==> src/rtl/wb_test_unit_pkg.sv <==
// Shared types and constants for the Wishbone test peripheral.
// Command codes, register offsets and STATUS bit positions.
package test_unit_pkg;

    typedef enum logic [1:0] {
        TEST_PASS  = 2'd0,
        TEST_FAIL  = 2'd1,
        TEST_DONE  = 2'd2,
        TEST_CLEAR = 2'd3
    } test_code_e;

    // Register index = byte address bits [4:2]
    localparam logic [2:0] REG_CMD    = 3'd0;
    localparam logic [2:0] REG_SEL    = 3'd1;
    localparam logic [2:0] REG_PASS   = 3'd2;
    localparam logic [2:0] REG_FAIL   = 3'd3;
    localparam logic [2:0] REG_STATUS = 3'd4;

    // STATUS layout
    localparam int ST_DONE     = 0;
    localparam int ST_TIMEOUT  = 1;
    localparam int ST_ANY_FAIL = 2;
    localparam int ST_BAD_CH   = 3;
    localparam int ST_ERR_LSB  = 16;

    // True when an 8-bit channel index names an existing channel
    function automatic logic chan_ok(input logic [7:0] ch, input int n);
        return {1'b0, ch} < 9'(n);
    endfunction

endpackage

==> src/rtl/wb_test_unit_if.sv <==
// Wishbone classic bus bundle between firmware master and test unit.
// master drives cyc/stb/we/adr/dat_w; slave returns dat_r/ack.
interface wb_test_unit_if;

    logic        wb_cyc;
    logic        wb_stb;
    logic        wb_we;
    logic [4:0]  wb_adr;
    logic [31:0] wb_dat_w;
    logic [31:0] wb_dat_r;
    logic        wb_ack;

    modport master (
        output wb_cyc, wb_stb, wb_we, wb_adr, wb_dat_w,
        input  wb_dat_r, wb_ack
    );

    modport slave (
        input  wb_cyc, wb_stb, wb_we, wb_adr, wb_dat_w,
        output wb_dat_r, wb_ack
    );

endinterface

==> src/rtl/wb_test_unit_sat_counter.sv <==
// Saturating up-counter with synchronous reset and clear.
// Ports: clk, reset, clear, inc in; count out (WIDTH bits).
module sat_counter #(
    parameter int WIDTH = 16
) (
    input  logic             clk,
    input  logic             reset,
    input  logic             clear,
    input  logic             inc,
    output logic [WIDTH-1:0] count
);

    always_ff @(posedge clk) begin
        if (reset || clear) begin
            count <= '0;
        end else if (inc && (count != '1)) begin
            count <= count + WIDTH'(1);
        end
    end

endmodule

==> src/rtl/wb_test_unit.sv <==
// Wishbone test peripheral: per-channel pass/fail counters, watchdog,
// and a registered test_stb/test_reg/test_channel command strobe.
// Ports: clk, reset (sync, active high); wb (slave bus);
//   test_stb/test_reg/test_channel command pulse; done, timeout
//   sticky flags; error_count saturating fail total.
module wb_test_unit
    import test_unit_pkg::*;
#(
    parameter int NUM_CHANNELS   = 4,
    parameter int COUNT_WIDTH    = 16,
    parameter int TIMEOUT_CYCLES = 100000
) (
    input  logic                   clk,
    input  logic                   reset,
    wb_test_unit_if.slave          wb,
    output logic                   test_stb,
    output logic [1:0]             test_reg,
    output logic [7:0]             test_channel,
    output logic                   done,
    output logic                   timeout,
    output logic [COUNT_WIDTH-1:0] error_count
);

    // Read-back widths: counters clipped to 32, error_count to 16
    localparam int CW = (COUNT_WIDTH < 32) ? COUNT_WIDTH : 32;
    localparam int EW = (COUNT_WIDTH < 16) ? COUNT_WIDTH : 16;

    logic             acc;
    logic [2:0]       reg_idx;
    logic             cmd_wr;
    logic             sel_wr;
    test_code_e       code;
    logic [7:0]       cmd_ch;
    logic             ch_ok;
    logic             active;
    logic             is_pass;
    logic             is_fail;
    logic             is_done;
    logic             is_clear;
    logic             do_pass;
    logic             do_fail;
    logic             do_done;
    logic             do_clear;
    logic             do_bad;
    logic             fire;
    logic             wd_expire;
    logic             bad_channel;
    logic [7:0]       sel;
    logic [31:0]      rd_data;
    logic [COUNT_WIDTH-1:0] pass_sel;
    logic [COUNT_WIDTH-1:0] fail_sel;
    logic [COUNT_WIDTH-1:0] pass_cnt [NUM_CHANNELS];
    logic [COUNT_WIDTH-1:0] fail_cnt [NUM_CHANNELS];
    logic             unused;

    // A request is taken only while ack is low, so a held
    // request completes one transfer every second cycle.
    assign acc     = wb.wb_cyc & wb.wb_stb & ~wb.wb_ack;
    assign reg_idx = wb.wb_adr[4:2];
    assign cmd_wr  = acc & wb.wb_we & (reg_idx == REG_CMD);
    assign sel_wr  = acc & wb.wb_we & (reg_idx == REG_SEL);
    assign code    = test_code_e'(wb.wb_dat_w[1:0]);
    assign cmd_ch  = wb.wb_dat_w[15:8];
    assign ch_ok   = chan_ok(cmd_ch, NUM_CHANNELS);
    assign active  = ~done & ~timeout;

    assign unused = ^{wb.wb_dat_w[31:16], wb.wb_adr[1:0]};

    always_comb begin
        is_pass  = 1'b0;
        is_fail  = 1'b0;
        is_done  = 1'b0;
        is_clear = 1'b0;
        unique case (code)
            TEST_PASS:  is_pass  = 1'b1;
            TEST_FAIL:  is_fail  = 1'b1;
            TEST_DONE:  is_done  = 1'b1;
            TEST_CLEAR: is_clear = 1'b1;
        endcase
    end

    // Once finished, only CLEAR has any effect
    assign do_clear = cmd_wr & is_clear;
    assign do_pass  = cmd_wr & active & is_pass & ch_ok;
    assign do_fail  = cmd_wr & active & is_fail & ch_ok;
    assign do_done  = cmd_wr & active & is_done;
    assign do_bad   = cmd_wr & active & (is_pass | is_fail) & ~ch_ok;
    assign fire     = do_clear | (cmd_wr & active);

    for (genvar i = 0; i < NUM_CHANNELS; i++) begin : g_ch
        sat_counter #(.WIDTH(COUNT_WIDTH)) u_pass (
            .clk   (clk),
            .reset (reset),
            .clear (do_clear),
            .inc   (do_pass & (cmd_ch == 8'(i))),
            .count (pass_cnt[i])
        );
        sat_counter #(.WIDTH(COUNT_WIDTH)) u_fail (
            .clk   (clk),
            .reset (reset),
            .clear (do_clear),
            .inc   (do_fail & (cmd_ch == 8'(i))),
            .count (fail_cnt[i])
        );
    end

    sat_counter #(.WIDTH(COUNT_WIDTH)) u_err (
        .clk   (clk),
        .reset (reset),
        .clear (do_clear),
        .inc   (do_fail),
        .count (error_count)
    );

    // Watchdog: expires on the cycle its count sits at LAST
    if (TIMEOUT_CYCLES > 0) begin : g_wd
        localparam int WD_W =
            (TIMEOUT_CYCLES > 1) ? $clog2(TIMEOUT_CYCLES) : 1;
        localparam logic [WD_W-1:0] LAST = WD_W'(TIMEOUT_CYCLES - 1);
        logic [WD_W-1:0] wd;

        always_ff @(posedge clk) begin
            if (reset || do_clear) begin
                wd <= '0;
            end else if (active && (wd != LAST)) begin
                wd <= wd + WD_W'(1);
            end
        end

        assign wd_expire = active & (wd == LAST);
    end else begin : g_no_wd
        assign wd_expire = 1'b0;
    end

    // Read mux; out-of-range SEL matches no channel and reads 0
    always_comb begin
        pass_sel = '0;
        fail_sel = '0;
        for (int i = 0; i < NUM_CHANNELS; i++) begin
            if (sel == 8'(i)) begin
                pass_sel = pass_cnt[i];
                fail_sel = fail_cnt[i];
            end
        end
    end

    always_comb begin
        rd_data = '0;
        case (reg_idx)
            REG_SEL:  rd_data[7:0] = sel;
            REG_PASS: rd_data[CW-1:0] = pass_sel[CW-1:0];
            REG_FAIL: rd_data[CW-1:0] = fail_sel[CW-1:0];
            REG_STATUS: begin
                rd_data[ST_DONE]     = done;
                rd_data[ST_TIMEOUT]  = timeout;
                rd_data[ST_ANY_FAIL] = (error_count != '0);
                rd_data[ST_BAD_CH]   = bad_channel;
                rd_data[ST_ERR_LSB +: EW] = error_count[EW-1:0];
            end
            default: rd_data = '0;
        endcase
    end

    always_ff @(posedge clk) begin
        if (reset) begin
            wb.wb_ack    <= 1'b0;
            wb.wb_dat_r  <= '0;
            test_stb     <= 1'b0;
            test_reg     <= '0;
            test_channel <= '0;
            done         <= 1'b0;
            timeout      <= 1'b0;
            bad_channel  <= 1'b0;
            sel          <= '0;
        end else begin
            wb.wb_ack <= acc;
            test_stb  <= fire;
            if (acc) begin
                wb.wb_dat_r <= wb.wb_we ? 32'd0 : rd_data;
            end
            if (fire) begin
                test_reg     <= wb.wb_dat_w[1:0];
                test_channel <= cmd_ch;
            end
            if (do_clear) begin
                done        <= 1'b0;
                timeout     <= 1'b0;
                bad_channel <= 1'b0;
                sel         <= '0;
            end else begin
                // DONE landing on the expiry cycle beats the watchdog
                if (do_done) begin
                    done <= 1'b1;
                end else if (wd_expire) begin
                    timeout <= 1'b1;
                end
                if (do_bad) begin
                    bad_channel <= 1'b1;
                end
                if (sel_wr) begin
                    sel <= wb.wb_dat_w[7:0];
                end
            end
        end
    end

endmodule

==> src/flat_wrapper.sv <==
// flat-port wrapper written by rule: the top's interface ports become plain ports
module wb_test_unit_flat import test_unit_pkg::*;
#(
    parameter int NUM_CHANNELS   = 4,
    parameter int COUNT_WIDTH    = 16,
    parameter int TIMEOUT_CYCLES = 100000
)
  (clk, reset, test_stb, test_reg, test_channel, done, timeout, error_count, wb_wb_cyc, wb_wb_stb, wb_wb_we, wb_wb_adr, wb_wb_dat_w, wb_wb_dat_r, wb_wb_ack);
  wb_test_unit_if wb_i ();
  input  logic clk;
  input  logic reset;
  output logic test_stb;
  output logic [1:0] test_reg;
  output logic [7:0] test_channel;
  output logic done;
  output logic timeout;
  output logic [COUNT_WIDTH-1:0] error_count;
  input wire logic [$bits(wb_i.wb_cyc)-1:0] wb_wb_cyc;
  input wire logic [$bits(wb_i.wb_stb)-1:0] wb_wb_stb;
  input wire logic [$bits(wb_i.wb_we)-1:0] wb_wb_we;
  input wire logic [$bits(wb_i.wb_adr)-1:0] wb_wb_adr;
  input wire logic [$bits(wb_i.wb_dat_w)-1:0] wb_wb_dat_w;
  output wire logic [$bits(wb_i.wb_dat_r)-1:0] wb_wb_dat_r;
  output wire logic [$bits(wb_i.wb_ack)-1:0] wb_wb_ack;
  assign wb_i.wb_cyc = wb_wb_cyc;
  assign wb_i.wb_stb = wb_wb_stb;
  assign wb_i.wb_we = wb_wb_we;
  assign wb_i.wb_adr = wb_wb_adr;
  assign wb_i.wb_dat_w = wb_wb_dat_w;
  assign wb_wb_dat_r = wb_i.wb_dat_r;
  assign wb_wb_ack = wb_i.wb_ack;
  wb_test_unit #(.NUM_CHANNELS(NUM_CHANNELS), .COUNT_WIDTH(COUNT_WIDTH), .TIMEOUT_CYCLES(TIMEOUT_CYCLES)) u_core (.clk(clk), .reset(reset), .wb(wb_i), .test_stb(test_stb), .test_reg(test_reg), .test_channel(test_channel), .done(done), .timeout(timeout), .error_count(error_count));
endmodule
==> config.mk <==
export PLATFORM = sky130hd
export DESIGN_NAME = wb_test_unit_flat
export DESIGN_NICKNAME = d
export VERILOG_FILES = /design/src/rtl/wb_test_unit_pkg.sv /design/src/rtl/wb_test_unit_if.sv /design/src/rtl/wb_test_unit_sat_counter.sv /design/src/rtl/wb_test_unit.sv /design/src/flat_wrapper.sv
export SDC_FILE = /design/constraint.sdc
export NUM_CORES = 1
export LEC_CHECK = 0
export CORE_MARGIN = 10
export CORE_UTILIZATION = 55
export DETAILED_ROUTE_END_ITERATION = 8
export PLACE_DENSITY = 0.74
export SYNTH_ARGS = -nofsm -noshare
export SYNTH_HDL_FRONTEND = slang
export SYNTH_SLANG_ARGS = --single-unit
==> constraint.sdc <==
create_clock -name clk -period 3.3 [get_ports clk]
set_input_delay 0.66 -clock clk [delete_from_list [all_inputs] [get_ports clk]]
set_output_delay 0.66 -clock clk [all_outputs]
set_load 0.05 [all_outputs]
-- Yosys cells after proc, flatten, opt, wreduce, memory -nomap -nowiden
Cells that the tools add are included.
- add/sub/neg operators: 10
- multipliers: 0
- divide/modulo/power cells: 0
- magnitude comparators: 1
- equal/unequal tests: 24
- shift-type cells: 0
- muxes and demuxes: 17
- bitwise operators: 31
- reductions and logical operators: 18
- operators by type and width (operator ; number):
    $add 16x1->16 const B ; 9
    $mux 16 ; 9
    $ne 16x16->1 const B ; 9
    $eq 8x2->1 const B ; 4
    $mux 32 ; 1
    $and 1x1->1 ; 24
    $add 17x1->17 const B ; 1
    $eq 17x17->1 const B ; 1
    $ne 17x17->1 const B ; 1
    $eq 8x1->1 const B ; 2
    $logic_not 8->1 ; 2
    $pmux 4 s4 ; 1
    $pmux 8 s2 ; 1
    $reduce_bool 16->1 ; 1
    $pmux 4 s3 ; 1
    $logic_and 1x1->1 ; 10
    $lt 8x3->1 const B ; 1
    $eq 3x2->1 const B ; 2
    $not 1->1 ; 5
    $eq 2x2->1 const B ; 2
    $mux 1 ; 4
    $eq 3x1->1 const B ; 1
    $eq 3x3->1 const B ; 1
    $logic_not 3->1 ; 1
    other kinds (6) ; 7
- bits in registers: 216
- latch bits: 0
- RAM bits: 0
- bits in read-only memories: 0
- output and inout port bits: 62
- word-level logic and storage cells: 120
- memories: 0

-- Depth between registers and ports, before layout
Gate-level depths: netlist of run 1.
- depth in word-level cells: 9
- depth in mapped cells: 9
- depth with buffers taken out: 7

-- Hierarchy
From an unflattened synthesis of run 1, not the netlist that was laid out.
- cells, all modules: 1269
- area total of the unflattened synthesis: 11726.2 sq um
- by module, submodules not included (module ; times used ; cells each ; area an instance (sq um) ; sequential area each (sq um)):
    sat_counter ; 9 ; 95 ; 847.1 ; 320.3
    wb_test_unit ; 1 ; 414 ; 4102.7 ; 1441.4

-- Worst setup path before layout of run 1
No wires, ideal clock.
- kind: input -> register
- from: in wb_wb_dat_w[15]
- to: reg u_core.g_ch[0].u_pass.count[8]
- library setup time: 0.070 ns
- data arrival time: 2.561 ns
- data required time: 3.230 ns
- slack: 0.669 ns
- cell stages on the path: 5
- buffers on the path: 0
- cell sequence: or4_4 or4_4 or2_4 or4_1 a21oi_1
- word-level cells in the longest chain between the ends: 4
- RTL lines (element ; RTL line ; text):
    from (decl) ; flat_wrapper.sv:22 ; input wire logic [$bits(wb_i.wb_dat_w)-1:0] wb_wb_dat_w;
    $lt 8x3->1 ; wb_test_unit_pkg.sv:28 ; return {1'b0, ch} < 9'(n);
    $and 1x1->1 ; wb_test_unit.sv:84 ; assign do_pass = cmd_wr & active & is_pass & ch_ok;
    $and 1x1->1 (*) ; wb_test_unit.sv:95 ; .inc (do_pass & (cmd_ch == 8'(i))),
    $logic_and 1x1->1 (*) ; wb_test_unit_sat_counter.sv:16 ; end else if (inc && (count != '1)) begin
    to (signal assigned) ; wb_test_unit_sat_counter.sv:17 ; count <= count + WIDTH'(1);
    to (decl) ; wb_test_unit_sat_counter.sv:10 ; output logic [WIDTH-1:0] count
Every way passes the cells marked *; elsewhere a longest branch is shown, timed or not.
A chain may end at the register's enable or synchronous reset.

-- Worst setup path after layout of run 1
- from: in wb_wb_dat_w[15]
- to: reg u_core.g_ch[3].u_pass.count[7]
- word-level cells in the longest chain between the ends: 4
- RTL lines (element ; RTL line):
    $lt 8x3->1 ; wb_test_unit_pkg.sv:28
    $and 1x1->1 ; wb_test_unit.sv:84
    $and 1x1->1 (*) ; wb_test_unit.sv:95
    $logic_and 1x1->1 (*) ; wb_test_unit_sat_counter.sv:16
    to (signal assigned) ; wb_test_unit_sat_counter.sv:17
    to (decl) ; wb_test_unit_sat_counter.sv:10
Marks and branches as above.

==> results of run 1 <==
-- power groups by stage --
stage / clock [mW] / combinational [mW] / sequential, mW
2_1_floorplan: 0 / 0.103 / 2.68
3_3_place_gp: 0 / 0.215 / 2.68
3_5_place_dp: 0 / 0.218 / 2.68
4_1_cts: 2.86 / 0.218 / 2.62
5_1_grt: 2.98 / 0.235 / 2.62
6_report: 2.83 / 0.220 / 2.62
-- cells in the mapped netlist, types with 26 or more instances --
library cell	n	area, um2
nand3_1	67	335
nor2_1	133	499
or3_1	61	382
dfxtp_1	216	4320
mux2i_1	45	450
nand2_1	101	379
or4_1	39	293
inv_1	26	97.6
nand4_1	53	332
and3_1	27	169
a21oi_1	91	455
o21ai_0	68	340
clkbuf_1	56	210
-- per-layer routing --
metal  share of wire (%)  track usage [%]  vias to the layer above  wire (um)
met5                   0                0                        -          0
li1                    -                -                     5243          -
met1                  43             33.8                     5185      14600
met2                  47             39.7                      416      15900
met4                 2.7             7.13                        0        907
met3                 8.1             4.22                       55       2770
-- kinds of logic (layout without fill, tap and decap cells) --
logic type	after synthesis	in the layout	synth area share, %
mux	75	75	8.62
flops	216	216	38.5
fa+ha+maj	11	11	1.22
compound gates	292	292	16.5
xor+xnor	36	36	2.81
simple gates	602	602	28.9
buf+inv	99	221	3.39
-- worst max-delay path, delay by kind of cell --
kind                   cells  cell delay, ns
AO/OA/AOI/OAI              1            0.15
AND/OR/NAND/NOR            4            1.75
buffers and inverters      3            0.84
-- path summary, 6_finish.rpt --
check | endpoint | cells after the start | from | slack (ns)
max | u_core.g_ch[3].u_pass.count[7] | 8 | wb_wb_dat_w[15] | 0.34
min | u_core.test_reg[0] | 2 | u_core.test_reg[0] | 0.45
max reg2reg | u_core.g_ch[0].u_pass.count[8] | 6 | u_core.g_ch[0].u_pass.count[0] | 0.68
min reg2reg | u_core.test_reg[0] | 2 | u_core.test_reg[0] | 0.45
-- stage by stage --
stage	util (%)	power (mW)	setup slack (ns)	TNS (ns)	cell area, um2
4_1_cts	67.3	5.70	0.369	0	13600
2_1_floorplan	-	2.78	0.669	0	11200
5_1_grt	67.3	5.83	0.304	0	13600
6_report	67.3	5.67	0.337	0	13600
3_5_place_dp	63.2	2.89	-0.136	-0.597	12700
3_3_place_gp	63.2	2.89	-0.0750	-0.220	12700
-- layout make-up --
cell class              count  area (um2)
clock buffers              34         729
clock inverters             6         105
fillers                  1695        6600
inverters                  26        97.6
multi-input cells        1016        6570
flip-flops and latches    216        4330
well taps                 270         338
repair buffers            155        1410
==> qor.csv, run 1 <==
stage;metric;value;unit
clock_tree;postCtsHoldBufs;0;
critical_path;start_kind;primary input;
sta;setup_violations;0;
logic_synthesis;ys.flop_type;dfxtp_1;
logic_synthesis;synth_seq_cells;216;
global_route;grt_pass1_vias;9791;
drt;drt-pass1-iter-count;5;
power_and_ir_drop;clockPowerShare;49.9;%
drt;avgRoutedWirePerCell;19.9;um
sta;relSlewSlack;40.4;%
cells_and_area;diodes;0;
cells_and_area;drive_gt1_share;11.0;%
global_route;grt_max_degree;38;
sta;finalHoldViolCount;0;
floorplanning;die_h;163;um
clock_tree;root_buffer;clkbuf_16;
floorplanning;rows;52;
sta;timing.final.crit_share;89.8;%
logic_synthesis;netlist_instances;1331;
clock_tree;cts.sinks;216;
floorplanning;core;0.0202;mm2
critical_path;worstPathRequired;3.74;ns
critical_path;cp_cell_sequence;clkdlybuf4s50_1 -> nor4_1 -> buf_4 -> nand3_1 -> buf_4 -> or4_1 -> or4_1 -> a21oi_1;
place;dp_cells;1683;
floorplanning;io_pins;104;
cells_and_area;final_cell_mix;dfxtp_1 (215), nor2_1 (133), nand2_1 (101), a21oi_1 (90), clkdlybuf4s50_1 (84);
floorplanning;die-area;0.0265;mm2
global_route;globalRouteOverflowTotal;0;
logic_synthesis;synthArstFlopShare;0;%
power_and_ir_drop;switchingPower;1.22;mW
sta;period_needed;2.96;ns
drt;vias_per_cell;6.33;
clock_tree;cts.repair.resized;0;
drt;drtIter0Drc;974;
sta;tightestPinTransition;0.885;ns
critical_path;cp_slowest_cell;or4_1;
power_and_ir_drop;power.leakage;4.45;nW
global_route;antenna_found_initial;0;
clock_tree;path_clk_slew;0.06;ns
cells_and_area;fin_cells;1723;
sta;rsz0062_at_grt;no;
logic_synthesis;synth_fp_nets;1384;
critical_path;cp_max_fo;7;
logic_synthesis;yosysWarnings;0;
cells_and_area;final_nets;1492;
logic_synthesis;synth_cell_types;67;
power_and_ir_drop;p_int;4.45;mW
flow_run;max_cap_violations;0;
run_status;status;finished, final reports clean;
place;gp_congestion;0.933;
floorplanning;die_w;163;um
clock_tree;cts.path.max_buffers;3;
clock_tree;ctsHtreeMaxLevel;1;
power_and_ir_drop;pwr-share-comb;3.9;%
power_and_ir_drop;swShare;21.4;%
critical_path;arrival;3.41;ns
critical_path;slowest_delay;0.66;ns
logic_synthesis;syn_area;0.0112;mm2
power_and_ir_drop;ir_worst_vdd;406;uV
sta;holdWs;0.453;ns
logic_synthesis;synth_edf_count;0;
clock_tree;post-cts-setup-buffers;0;
drt;ant_nets;0;
logic_synthesis;synth.avg_cell_area;8.44;um2
critical_path;cp-end-kind;flip-flop;
sta;slew_viol_final;0;
clock_tree;worst_skew_pair.late_latency;0.52;ns
logic_synthesis;synth-seq-area-share;38.5;%
critical_path;critPathKind;in2reg;
global_route;grt_pass1_wl;53900;um
sta;timing.fmax;338;MHz
floorplanning;start_util;55.7;%
worst_hold_path;hp-class;reg2reg;
power_and_ir_drop;power_density;417;mW/mm2
drt;drc;0;
clock_tree;cts_tree;yes;
place;dp_hpwl;25300;um
drt;routed_wl;34200;um
global_route;grt_usage;24.9;%
sta;finClkSkew;0.00831;ns
drt;vias;10899;
cells_and_area;area_growth;20.8;%
clock_tree;cts_inserted_buffers;24;
cells_and_area;layout_commonest_cell;dfxtp_1;
place;port_buffers;85;
power_and_ir_drop;pwr-share-seq;46.2;%
cells_and_area;largest_registers;u_core.g_ch.u_fail.count: 64 flops, u_core.g_ch.u_pass.count: 64 flops, u_core.wb.wb_dat_r: 32 flops;
No activity file was read; power rests on OpenSTA's default activity.
==> run 2: changes to the inputs <==
--- a/config.mk
+++ b/config.mk
@@ -7,6 +7,7 @@
 export LEC_CHECK = 0
 export CORE_MARGIN = 10
 export CORE_UTILIZATION = 55
+export CTS_CLUSTER_SIZE = 8
 export DETAILED_ROUTE_END_ITERATION = 8
 export PLACE_DENSITY = 0.74
 export SYNTH_ARGS = -nofsm -noshare
==> run 2 against run 1 <==
- setup slack improved by 0.028 ns
- non-clock buffer count unchanged
- total power is 2.5% lower
- largest power group unchanged
- fmax rose by 0.96%
==> qor.csv, run 2 (synthesis gave the netlist of run 1 again) <==
stage;metric;value;unit;change
drt;ant_nets;0;;unchanged
global_route;grt_usage;24.9;%;about the same
power_and_ir_drop;p_int;4.32;mW;was 4.45 mW
global_route;grt_pass1_vias;9839;;was 9791
global_route;grt_pass1_wl;53900;um;about the same
clock_tree;postCtsHoldBufs;0;;unchanged
cells_and_area;final_cell_mix;dfxtp_1 (215), nor2_1 (133), nand2_1 (101), a21oi_1 (90), clkdlybuf4s50_1 (84);;unchanged
drt;m1WireLength;14800;um;was 14600 um
run_status;status;finished, final reports clean;;unchanged
critical_path;r2r-start;u_core.g_ch[0].u_pass.count[0];;unchanged
drt;wl_met3;2570;um;was 2770 um
power_and_ir_drop;p_total;5.53;mW;was 5.67 mW
power_and_ir_drop;clockPowerShare;48.5;%;was 49.9%
clock_tree;path_clk_slew;0.05;ns;was 0.06 ns
clock_tree;cts.path.max_buffers;3;;unchanged
worst_hold_path;min_from;u_core.test_reg[0];;unchanged
power_and_ir_drop;switchingPower;1.21;mW;was 1.22 mW
floorplanning;start_util;55.7;%;unchanged
sta;tightestPinTransition;0.884;ns;was 0.885 ns
flow_run;max_cap_violations;0;;unchanged
drt;avgRoutedWirePerCell;19.9;um;about the same
cells_and_area;drive_gt1_share;10.6;%;was 11.0%
sta;setup_violations;0;;unchanged
place;port_buffers;85;;unchanged
place;dp_hpwl;25300;um;unchanged
drt;routed_wl;34100;um;was 34200 um
worst_hold_path;hp-class;reg2reg;;unchanged
power_and_ir_drop;ir_worst_vdd;386;uV;was 406 uV
global_route;antenna_found_initial;1;;was 0
clock_tree;cts.repair.resized;0;;unchanged
critical_path;cp_max_fo;7;;unchanged
drt;drc;0;;unchanged
clock_tree;cts_inserted_buffers;30;;was 24
cells_and_area;diodes;0;;unchanged
cells_and_area;layout_commonest_cell;dfxtp_1;;unchanged
sta;slew_viol_final;0;;unchanged
place;gp_congestion;0.933;;unchanged
critical_path;arrival;3.40;ns;was 3.41 ns
cells_and_area;area_growth;20.3;%;was 20.8%
critical_path;cp-end-kind;flip-flop;;unchanged
cells_and_area;final_nets;1498;;was 1492
floorplanning;die_w;163;um;unchanged
drt;drt-pass1-iter-count;6;;was 5
critical_path;worstPathRequired;3.77;ns;was 3.74 ns
power_and_ir_drop;swShare;21.8;%;was 21.4%
floorplanning;die_h;163;um;unchanged
drt;dr_wl_met2;15900;um;about the same
critical_path;critPathLaunch;wb_wb_dat_w[15];;unchanged
sta;relSlewSlack;40.5;%;was 40.4%
sta;period_needed;2.93;ns;was 2.96 ns
floorplanning;die-area;0.0265;mm2;unchanged
drt;routed.top_layer;met4;;unchanged
power_and_ir_drop;power_density;409;mW/mm2;was 417 mW/mm2
sta;rsz0062_at_grt;no;;unchanged
clock_tree;ctsHtreeMaxLevel;1;;unchanged
cells_and_area;largest_registers;u_core.g_ch.u_fail.count: 64 flops, u_core.g_ch.u_pass.count: 64 flops, u_core.wb.wb_dat_r: 32 flops;;unchanged
global_route;globalRouteOverflowTotal;0;;unchanged
clock_tree;cts.sinks;216;;unchanged
clock_tree;cts_tree;yes;;unchanged
floorplanning;core;0.0202;mm2;unchanged
sta;finClkSkew;0.0126;ns;was 0.00831 ns
drt;vias;10941;;was 10899
power_and_ir_drop;pwr-share-comb;4.0;%;was 3.9%
global_route;grt_max_degree;38;;unchanged
cells_and_area;postLayoutCoreUtil;67.0;%;was 67.3%
floorplanning;rows;52;;unchanged
critical_path;critPathKind;in2reg;;unchanged
clock_tree;root_buffer;clkbuf_16;;unchanged
clock_tree;post-cts-setup-buffers;0;;unchanged
clock_tree;worst_skew_pair.late_latency;0.54;ns;was 0.52 ns
sta;finalHoldViolCount;0;;unchanged
power_and_ir_drop;pwr-share-seq;47.5;%;was 46.2%
sta;timing.final.crit_share;88.9;%;was 89.8%
floorplanning;io_pins;104;;unchanged
critical_path;start_kind;primary input;;unchanged
drt;vias_per_cell;6.38;;was 6.33
power_and_ir_drop;power.leakage;4.42;nW;was 4.45 nW
drt;drtIter0Drc;985;;was 974
sta;timing.fmax;341;MHz;was 338 MHz
run 2: cell types whose count changed in the layout (fill, tap and decap cells not counted):
cell | previous run | this run
clkbuf_8 | 7 | 0
clkbuf_16 | 25 | 31
bufinv_16 | 3 | 0
clkinv_2 | 3 | 0
clkbuf_1 | 2 | 0
run 2: final cells by class:
type | count | area, um2
inverter | 26 | 97.6
tap | 270 | 338
sequential | 216 | 4330
timing repair buffer | 155 | 1410
multi-input combinational | 1016 | 6570
fill | 1686 | 6660
clock buffer | 31 | 776
run 2: metrics by stage:
step                cell area [um2]  hold WS, ns  TNS [ns]  setup WS (ns)  cells
floorplan                     11200        0.440         0          0.669   1331
global placement              12700        0.442    -0.220        -0.0750   1683
detailed placement            12700        0.447    -0.597         -0.136   1683
CTS                           13500        0.454         0          0.401   1714
global route                  13500        0.471         0          0.334   1714
finish                        13500        0.455         0          0.365   1714
run 2: path summary, 6_finish.rpt:
| check | to | slack (ns) | cells past startpoint |
|---|---|---|---|
| worst max register to register | u_core.g_ch[0].u_pass.count[8] | 0.69 | 6 |
| worst max-delay path | u_core.g_ch[3].u_pass.count[7] | 0.37 | 8 |
| worst min register to register | u_core.test_reg[0] | 0.45 | 2 |
| worst min-delay path | u_core.test_reg[0] | 0.45 | 2 |
run 2: routing by layer:
layer / up-vias / track usage [%]
li1: 5245 / -
met3: 58 / 3.94
met5: - / 0
met2: 392 / 39.7
met4: 0 / 7.83
met1: 5246 / 33.8
run 2: critical path, cell delays in order:
cell	delay, ns
clkdlybuf4s50_1	0.44
nor4_1	0.43
buf_4	0.20
nand3_1	0.11
buf_4	0.20
or4_1	0.65
or4_1	0.55
a21oi_1	0.15
run 2: power groups by stage:
stage | Combinational [mW] | Clock, mW | Sequential (mW)
6_report | 0.221 | 2.68 | 2.62
5_1_grt | 0.235 | 2.84 | 2.62
4_1_cts | 0.218 | 2.72 | 2.62
3_5_place_dp | 0.218 | 0 | 2.68
3_3_place_gp | 0.215 | 0 | 2.68
2_1_floorplan | 0.103 | 0 | 2.68
